[src/rtl/cache_lu_arbiter.sv]
// rtl/cache_lu_arbiter.sv - Lookup-pipe round-robin arbiter; optional fill priority via CACHE_LU_ARB_FILL_PRIO_EN
module cache_lu_arbiter #(
    parameter int NUM_REQ    = 8,
    parameter int ID_W       = 3,
    parameter int ADRS_W     = 20,
    parameter int CL_W       = 128,
    parameter int STARVE_MAX = 4
) (
    input  logic                     clk,
    input  logic                     rst,
    input  logic [NUM_REQ-1:0]       req_valid,
    input  logic [NUM_REQ*2-1:0]     req_op,
    input  logic [NUM_REQ*ADRS_W-1:0] req_address,
    input  logic [NUM_REQ*CL_W-1:0]  req_cl_data,
    output logic [NUM_REQ-1:0]       req_grant,
    input  logic                     pipe_ready,
    output logic                     lu_req_valid,
    output logic [1:0]               lu_req_op,
    output logic [ID_W-1:0]          lu_req_tq_id,
    output logic [ADRS_W-1:0]        lu_req_address,
    output logic [CL_W-1:0]          lu_req_cl_data
);
    localparam logic [1:0] OP_NO_LU   = 2'd0;
    localparam logic [1:0] OP_FILL_LU = 2'd3;

    logic                r_lu_valid;
    logic [1:0]          r_lu_op;
    logic [ID_W-1:0]     r_lu_tq_id;
    logic [ADRS_W-1:0]   r_lu_address;
    logic [CL_W-1:0]     r_lu_cl_data;
    logic [ID_W-1:0]     r_rr_ptr;

    logic [NUM_REQ-1:0]  w_eligible;
    logic [NUM_REQ-1:0]  w_fill_mask;
    logic [NUM_REQ-1:0]  w_rw_mask;
    logic [NUM_REQ-1:0]  w_search_mask;
    logic                w_slot_free;
    logic                w_found;
    logic [ID_W-1:0]     w_winner;
    logic [ID_W-1:0]     w_idx;
    logic                w_grant_en;

    always_comb begin
        w_eligible  = '0;
        w_fill_mask = '0;
        w_rw_mask   = '0;
        for (int i = 0; i < NUM_REQ; i++) begin
            w_eligible[i]  = req_valid[i] && (req_op[i*2 +: 2] != OP_NO_LU);
            w_fill_mask[i] = w_eligible[i] && (req_op[i*2 +: 2] == OP_FILL_LU);
            w_rw_mask[i]   = w_eligible[i] && (req_op[i*2 +: 2] != OP_FILL_LU);
        end
    end

`ifdef CACHE_LU_ARB_FILL_PRIO_EN
    localparam int SC_W = $clog2(STARVE_MAX + 1);
    logic [SC_W-1:0] r_starve_cnt;
    logic            w_force_rw;

    // Fills win unless RD/WR traffic has been starved for STARVE_MAX fill grants.
    always_comb begin
        w_force_rw    = (r_starve_cnt == SC_W'(STARVE_MAX)) && (|w_rw_mask);
        w_search_mask = ((|w_fill_mask) && !w_force_rw) ? w_fill_mask : w_rw_mask;
    end
`else
    always_comb begin
        w_search_mask = w_eligible;
    end
`endif

    always_comb begin
        w_found  = 1'b0;
        w_winner = '0;
        w_idx    = '0;
        for (int k = 0; k < NUM_REQ; k++) begin
            w_idx = r_rr_ptr + ID_W'(k);
            if (!w_found && w_search_mask[w_idx]) begin
                w_found  = 1'b1;
                w_winner = w_idx;
            end
        end
    end

    always_comb begin
        w_slot_free = !r_lu_valid || pipe_ready;
        w_grant_en  = w_found && w_slot_free && !rst;
        req_grant   = '0;
        if (w_grant_en) begin
            req_grant[w_winner] = 1'b1;
        end
    end

    always_ff @(posedge clk) begin
        if (rst) begin
            r_lu_valid   <= 1'b0;
            r_lu_op      <= '0;
            r_lu_tq_id   <= '0;
            r_lu_address <= '0;
            r_lu_cl_data <= '0;
            r_rr_ptr     <= '0;
        end else if (w_grant_en) begin
            r_lu_valid   <= 1'b1;
            r_lu_op      <= req_op[w_winner*2 +: 2];
            r_lu_tq_id   <= w_winner;
            r_lu_address <= req_address[w_winner*ADRS_W +: ADRS_W];
            r_lu_cl_data <= req_cl_data[w_winner*CL_W +: CL_W];
            r_rr_ptr     <= w_winner + ID_W'(1);
        end else if (pipe_ready) begin
            r_lu_valid   <= 1'b0;
        end
    end

`ifdef CACHE_LU_ARB_FILL_PRIO_EN
    always_ff @(posedge clk) begin
        if (rst || !(|w_rw_mask)) begin
            r_starve_cnt <= '0;
        end else if (w_grant_en) begin
            if (req_op[w_winner*2 +: 2] != OP_FILL_LU) begin
                r_starve_cnt <= '0;
            end else if (r_starve_cnt != SC_W'(STARVE_MAX)) begin
                r_starve_cnt <= r_starve_cnt + SC_W'(1);
            end
        end
    end
`endif

    assign lu_req_valid   = r_lu_valid;
    assign lu_req_op      = r_lu_op;
    assign lu_req_tq_id   = r_lu_tq_id;
    assign lu_req_address = r_lu_address;
    assign lu_req_cl_data = r_lu_cl_data;

endmodule

[config.mk]
export PLATFORM = sky130hd
export DESIGN_NAME = cache_lu_arbiter
export DESIGN_NICKNAME = d
export VERILOG_FILES = /design/src/rtl/cache_lu_arbiter.sv
export SDC_FILE = /design/constraint.sdc
export NUM_CORES = 1
export LEC_CHECK = 0
export CELL_PAD_IN_SITES_DETAIL_PLACEMENT = 1
export CELL_PAD_IN_SITES_GLOBAL_PLACEMENT = 1
export CORE_AREA = 4 4 525 527
export CTS_CLUSTER_SIZE = 10
export DETAILED_ROUTE_END_ITERATION = 8
export DIE_AREA = 0 0 529 531
export GPL_ROUTABILITY_DRIVEN = 1
export GPL_TIMING_DRIVEN = 0
export PLACE_DENSITY_LB_ADDON = 0.25
export SLEW_MARGIN = 20
export SYNTH_ARGS = -nofsm -noshare
export SYNTH_HDL_FRONTEND = slang
export SYNTH_SLANG_ARGS = --single-unit
[constraint.sdc]
create_clock -name clk -period 7.25 [get_ports clk]
set_clock_uncertainty 0.1 [all_clocks]
set_input_delay 2.175 -clock clk [delete_from_list [all_inputs] [get_ports clk]]
set_output_delay 2.175 -clock clk [all_outputs]
set_load 0.005 [all_outputs]
# == Word level (Yosys, flattened, before mapping) ==
# Cells that the tools add are included.
# W data, S select, Z words.
# word_totals
ff_bits,157
inputBits,1211
output_inout_bits,162
elab_cells,102
# classes
add_sub_neg,8
n_mul,1
order_cmp,10
n_shift,3
mux,37
reduce_logical,37
# ops
operator,count
$shiftx A1024 B11 Y128,1
$shiftx A160 B9 Y20,1
$lt A3 B4 Y1 const B,9
$bmux W1 S3,8
$mux W3,8
$mux W1,19
$logic_and A1 B1 Y1,18
$reduce_bool A2 Y1,9
$shiftx A16 B5 Y2,1
$add A3 B3 Y3 const B,4
$logic_not A1 Y1,9
$mux W8,1
$add A3 B1 Y3 const B,2
$add A3 B2 Y3 const B,2
$mul A3 B3 Y6 const B,1
$demux W1 S3,1
$ge A3 B1 Y1 const B,1
$logic_or A1 B1 Y1,1

# == Longest topological paths before layout ==
# logic_depth
ltp_word,31
mapped_depth,17
mapped_depth_nobuf,11

# == Worst setup path after synthesis ==
# Ideal clock, no wire load.
# synth_timing
kind,input-to-output
startpoint,in req_op[2]
endpoint,out req_grant[1]
arrival_ps,4909
path_slack_ps,66
path_stages,13
n_path_buf,4
path_cell_list,o21ai_1 > mux2i_1 > mux4_2 > o32ai_2 > nand3_1 > or2_1 > buf_2 > buf_2 > clkbuf_1 > clkbuf_1 > nand2_1 > nand2_1 > nor2_1
# synth_via
elab_chain_len,31
# synth_rtl
element,line,text
"start, declared",12,"input logic [NUM_REQ*2-1:0] req_op,"
$reduce_bool A2 Y1 *,48,w_eligible[i] = req_valid[i] && (req_op[i*2 +: 2] != OP_NO_LU);
$logic_and A1 B1 Y1 *,48,
$bmux W1 S3,76,if (!w_found && w_search_mask[w_idx]) begin
$mux W1 (not written as such),76,
$mux W1,76,
$logic_not A1 Y1,76,
$logic_and A1 B1 Y1,76,
$mux W1,76,
(+15 left out),n/a,
$logic_not A1 Y1,76,
$logic_and A1 B1 Y1,76,
$mux W3,76,
$lt A3 B4 Y1 (not written as such) or $ge A3 B1 Y1 (tied branches),88,req_grant[w_winner] = 1'b1;
$logic_and A1 B1 Y1 (not written as such),88,
$mux W1 (not written as such),88,
$demux W1 S3,88,
$mux W8 *,87,if (w_grant_en) begin
"end, declared",15,"output logic [NUM_REQ-1:0] req_grant,"
# Every way passes the cells marked *; elsewhere a longest branch is shown, timed or not. The select of a mux whose other input is x is not followed.

# == Worst setup path after layout ==
# layout_timing
startpoint,in req_op[10]
endpoint,out req_grant[6]
# Same word-level chain as after synthesis.

==> impl_metrics.env <==
export IMPL_finished_core_util_pct=14.18
export IMPL_regToRegEndpoint="lu_req_cl_data[101]"
export IMPL_design_core_area_sq_mm=0.2705
export IMPL_synth_top_cell_area_share_pct=17.89
export IMPL_global_route_overflow_total=0
export IMPL_synth_register_bits=157
export IMPL_worst_ep_required_time_ps=4970
export IMPL_ys_dominant_reg_cell="dfxtp_1"
export IMPL_slew_limit_headroom_pct=26.58
export IMPL_antenna_found_initial=191
export IMPL_place_area_sq_mm=0.03627
export IMPL_netlist_top_cells_count="310 x o21ai_0, 303 x nand3_1, 270 x clkbuf_1, 157 x dfxtp_1"
export IMPL_timing_hold_violations_final=0
export IMPL_critical_path_reg2reg_startpoint="r_rr_ptr[0]"
export IMPL_path_depth_of_the_worst_reg2reg_path=18
export IMPL_critical_path_arrival_ps=4960
export IMPL_edff_count_synth=0
export IMPL_rsz0062_at_grt="yes"
export IMPL_placementRows=191
export IMPL_initial_utilization_pct=6.495
export IMPL_min_from="lu_req_tq_id[0]"
export IMPL_max_cap_violations=0
export IMPL_p_leak_nw=13.36
export IMPL_vias=30400
export IMPL_period_share_pct=99.78
export IMPL_setup_total_negative_slack_ps=0
export IMPL_route_detailed_wl_per_inst_um=40.69
export IMPL_setup_worst_path_end_class="primary output"
export IMPL_drt_drc_violations_left=0
export IMPL_syn_avg_cell_area_sq_um=7.535
export IMPL_worstHoldEndpoint="lu_req_tq_id[0]"
export IMPL_post_route_cells_drive_above_1_share_pct=9.576
export IMPL_grt_util_all_layers_pct=20.68
export IMPL_max_freq_ghz=0.1382
export IMPL_place_gp_congestion=0.8929
export IMPL_post_synth_top_area_cell="dfxtp_1"
export IMPL_fillers=32030
export IMPL_synth_lib_cells_used_distinct=57
export IMPL_numPortBuffers=1371
export IMPL_worst_setup_path_startpoint="req_op[10]"
export IMPL_finalSetupViolations=0
export IMPL_postCtsHoldBufs=0
export IMPL_detail_route_first_pass_iterations=5
export IMPL_clock_tree_from_tritoncts="done"
export IMPL_iteration_0_drc_markers=2278
export IMPL_finalWirelength_mm=304.4
export IMPL_clock_tree_root_buffer_cell="clkbuf_16"
export IMPL_setup_reg_to_reg_worst_slack_ps=900
export IMPL_cp_max_fo=4
export IMPL_run_status="finished, final reports clean"
export IMPL_synthesis_area_sq_mm=0.01757
export IMPL_synth_sequential_area_ratio_pct=17.89
export IMPL_switching_power_mw=12.62
export IMPL_worst_slack_ps=15.78
export IMPL_fp_dieArea_sq_mm=0.2809
export IMPL_dominant_cell_by_count_in_the_synthesized_netlist="o21ai_0"
export IMPL_clkSinkCount=157
export IMPL_ports=1373
export IMPL_final_min_clock_period_ps=7234
export IMPL_clk_latency_ps=550
export IMPL_pin_count_of_the_biggest_net_entering_global_routing=18
export IMPL_wl_met1_mm=116.9
export IMPL_h_tree_depth=4
export IMPL_number_of_buffers_created_by_cts=17
export IMPL_detailed_place_hpwl_mm=255.8
export IMPL_met2RoutedLength_mm=150.6
export IMPL_clock_tree_buffer_depth=2
export IMPL_layout_area_overhead_vs_synth_pct=118.3
export IMPL_cellPowerDensity_mw_per_mm2=514.8
export IMPL_max_slew_worst_pin_slew_ps=1101
export IMPL_clockPowerShare_pct=6.1
export IMPL_power_internal_mw=7.128
export IMPL_synthesis_nets=3545
export IMPL_power_frac_seq_pct=8.0
export IMPL_dr_wl_met3_mm=24.83
export IMPL_die_height_um=531
export IMPL_largest_vdd_supply_drop_uv=522.9
export IMPL_timing_hold_worst_class="reg2reg"
export IMPL_slew_violations=0
export IMPL_vias_in_the_first_global_route=31650
export IMPL_netSwitchingFraction_pct=63.90
export IMPL_synthTopCellsByArea="dfxtp_1 18%, o21ai_0 8.8%, nand3_1 8.6%"
export IMPL_crit_path_start_kind="input port"
export IMPL_power_share_combinational_pct=85.9
export IMPL_final_area_sq_mm=0.03836
export IMPL_worstSetupPathType="in2out"
export IMPL_top_signal_layer_used="met5"
export IMPL_grt_first_pass_wirelength_mm=374.5
export IMPL_clkTransAtPathRegs_ps=100
export IMPL_final_net_count=5043
export IMPL_synth_cells=2332
export IMPL_routed_via_density=4.064
export IMPL_post_placement_setup_slack_ps=-4210
export IMPL_synth_warnings=0
export IMPL_async_flop_share_pct=0
export IMPL_route_antenna_remaining_nets=0
export IMPL_timing_hold_worst_path_depth=2
export IMPL_die_width_um=529
==> final cells by class <==
| class | count | area (sq um) | share of cell area (%) |
|---|---|---|---|
| multi-input combinational | 1812 | 13430 | 35.02 |
| tap | 3570 | 4467 | 11.64 |
| timing repair buffer | 1493 | 14990 | 39.09 |
| buffer | 344 | 1530 | 3.989 |
| clock buffer | 17 | 425.4 | 1.109 |
| clock inverter | 15 | 176.4 | 0.4599 |
| antenna | 68 | 170.2 | 0.4436 |
| inverter | 5 | 18.77 | 0.04893 |
| sequential | 157 | 3143 | 8.194 |
==> per-stage QoR <==
stage	instances	hold WS [ps]	power, mW
global route	7453	428.5	20.74
detailed placement	7290	391.0	17.74
CTS	7396	414.0	20.09
floorplan	2332	366.0	8.286
finish	7481	415.0	19.75
global placement	7273	366.5	17.40
==> layout by cell type, fill, tap and decap left out, drive strengths merged, types with 3 or more instances in the layout <==
| cell type | netlist | routed |
|---|---|---|
| a211o | 3 | 3 |
| a211oi | 151 | 151 |
| a21boi | 151 | 151 |
| a21o | 151 | 151 |
| a21oi | 4 | 4 |
| a221oi | 150 | 150 |
| a41o | 150 | 150 |
| and2 | 3 | 3 |
| and3 | 151 | 151 |
| buf | 88 | 226 |
| clkbuf | 270 | 288 |
| clkdlybuf4s50 | 0 | 1339 |
| clkinv | 0 | 4 |
| dfxtp | 157 | 157 |
| diode | 0 | 68 |
| inv | 5 | 13 |
| mux2 | 12 | 12 |
| mux2i | 14 | 14 |
| mux4 | 17 | 17 |
| nand2 | 12 | 12 |
| nand2b | 6 | 6 |
| nand3 | 303 | 303 |
| nor2 | 19 | 19 |
| nor3 | 7 | 7 |
| o21ai | 319 | 319 |
| o22ai | 4 | 4 |
| o31ai | 3 | 3 |
| o32ai | 152 | 152 |
| xnor2 | 3 | 3 |
| xor2 | 3 | 3 |
==> cells by family (layout without fill, tap and decap cells) <==
| logic type | after synthesis | count (layout) | share of synthesized area [%] |
|---|---|---|---|
| and+or+nand+nor | 510 | 510 | 15.62 |
| xor gates and xnor gates | 6 | 6 | 0.2991 |
| other | 0 | 68 | 0 |
| muxes | 43 | 43 | 3.746 |
| DFF | 157 | 157 | 17.89 |
| buffers and inverters | 363 | 1874 | 8.531 |
| adders and majority gates | 2 | 2 | 0.1424 |
| AOI/OAI and AO/OA | 1251 | 1251 | 53.78 |
==> repair_timing <==
item,in CTS,in global routing
buffers inserted,83,25
setup endpoints to repair,164,8
pin swaps,34,30
resized for setup,267,48
==> power by group through the flow <==
| stage | sequential, mW | clock [mW] | combinational, mW |
|---|---|---|---|
| after floorplan | 1.51 | 0 | 6.77 |
| after global placement | 1.59 | 0 | 15.8 |
| after detailed placement | 1.59 | 0 | 16.1 |
| after CTS | 1.58 | 1.26 | 17.2 |
| after global routing | 1.62 | 1.26 | 17.9 |
| final | 1.59 | 1.20 | 17.0 |
==> worst max-delay path, stage by stage <==
cell,delay (ps)
buf_4,170
o21ai_4,200
buf_6,140
mux2i_4,60
mux4_2,520
o32ai_4,390
buf_6,170
nand3_4,80
or2_1,230
buf_6,130
buf_12,140
nand2_8,150
buf_6,120
nor3_4,50
buf_6,150
==> per-layer routing <==
| layer | global-route usage (%) | vias to the layer above |
|---|---|---|
| met2 | 36.61 | 1775 |
| met5 | 0 | - |
| li1 | - | 12660 |
| met3 | 6.272 | 403 |
| met1 | 23.44 | 15460 |
| met4 | 7.203 | 106 |
==> state kept, by name (all words and copies together) (netlist names) <==
register / count
lu_req_cl_data: 128
lu_req_address: 20
lu_req_tq_id: 3
r_rr_ptr: 3
lu_req_op: 2
lu_req_valid: 1
==> worst max-delay path by stage <==
stage | end | slack, ps | depth (start not counted)
3_5_place_dp | req_grant[6] | -4210 | 15
6_report | req_grant[6] | 20 | 15
2_1_floorplan | req_grant[1] | 70 | 13
3_3_place_gp | req_grant[6] | -5260 | 14
5_1_grt | req_grant[4] | -40 | 15
4_1_cts | req_grant[6] | -100 | 16
Power figures use the tool's default switching activity.
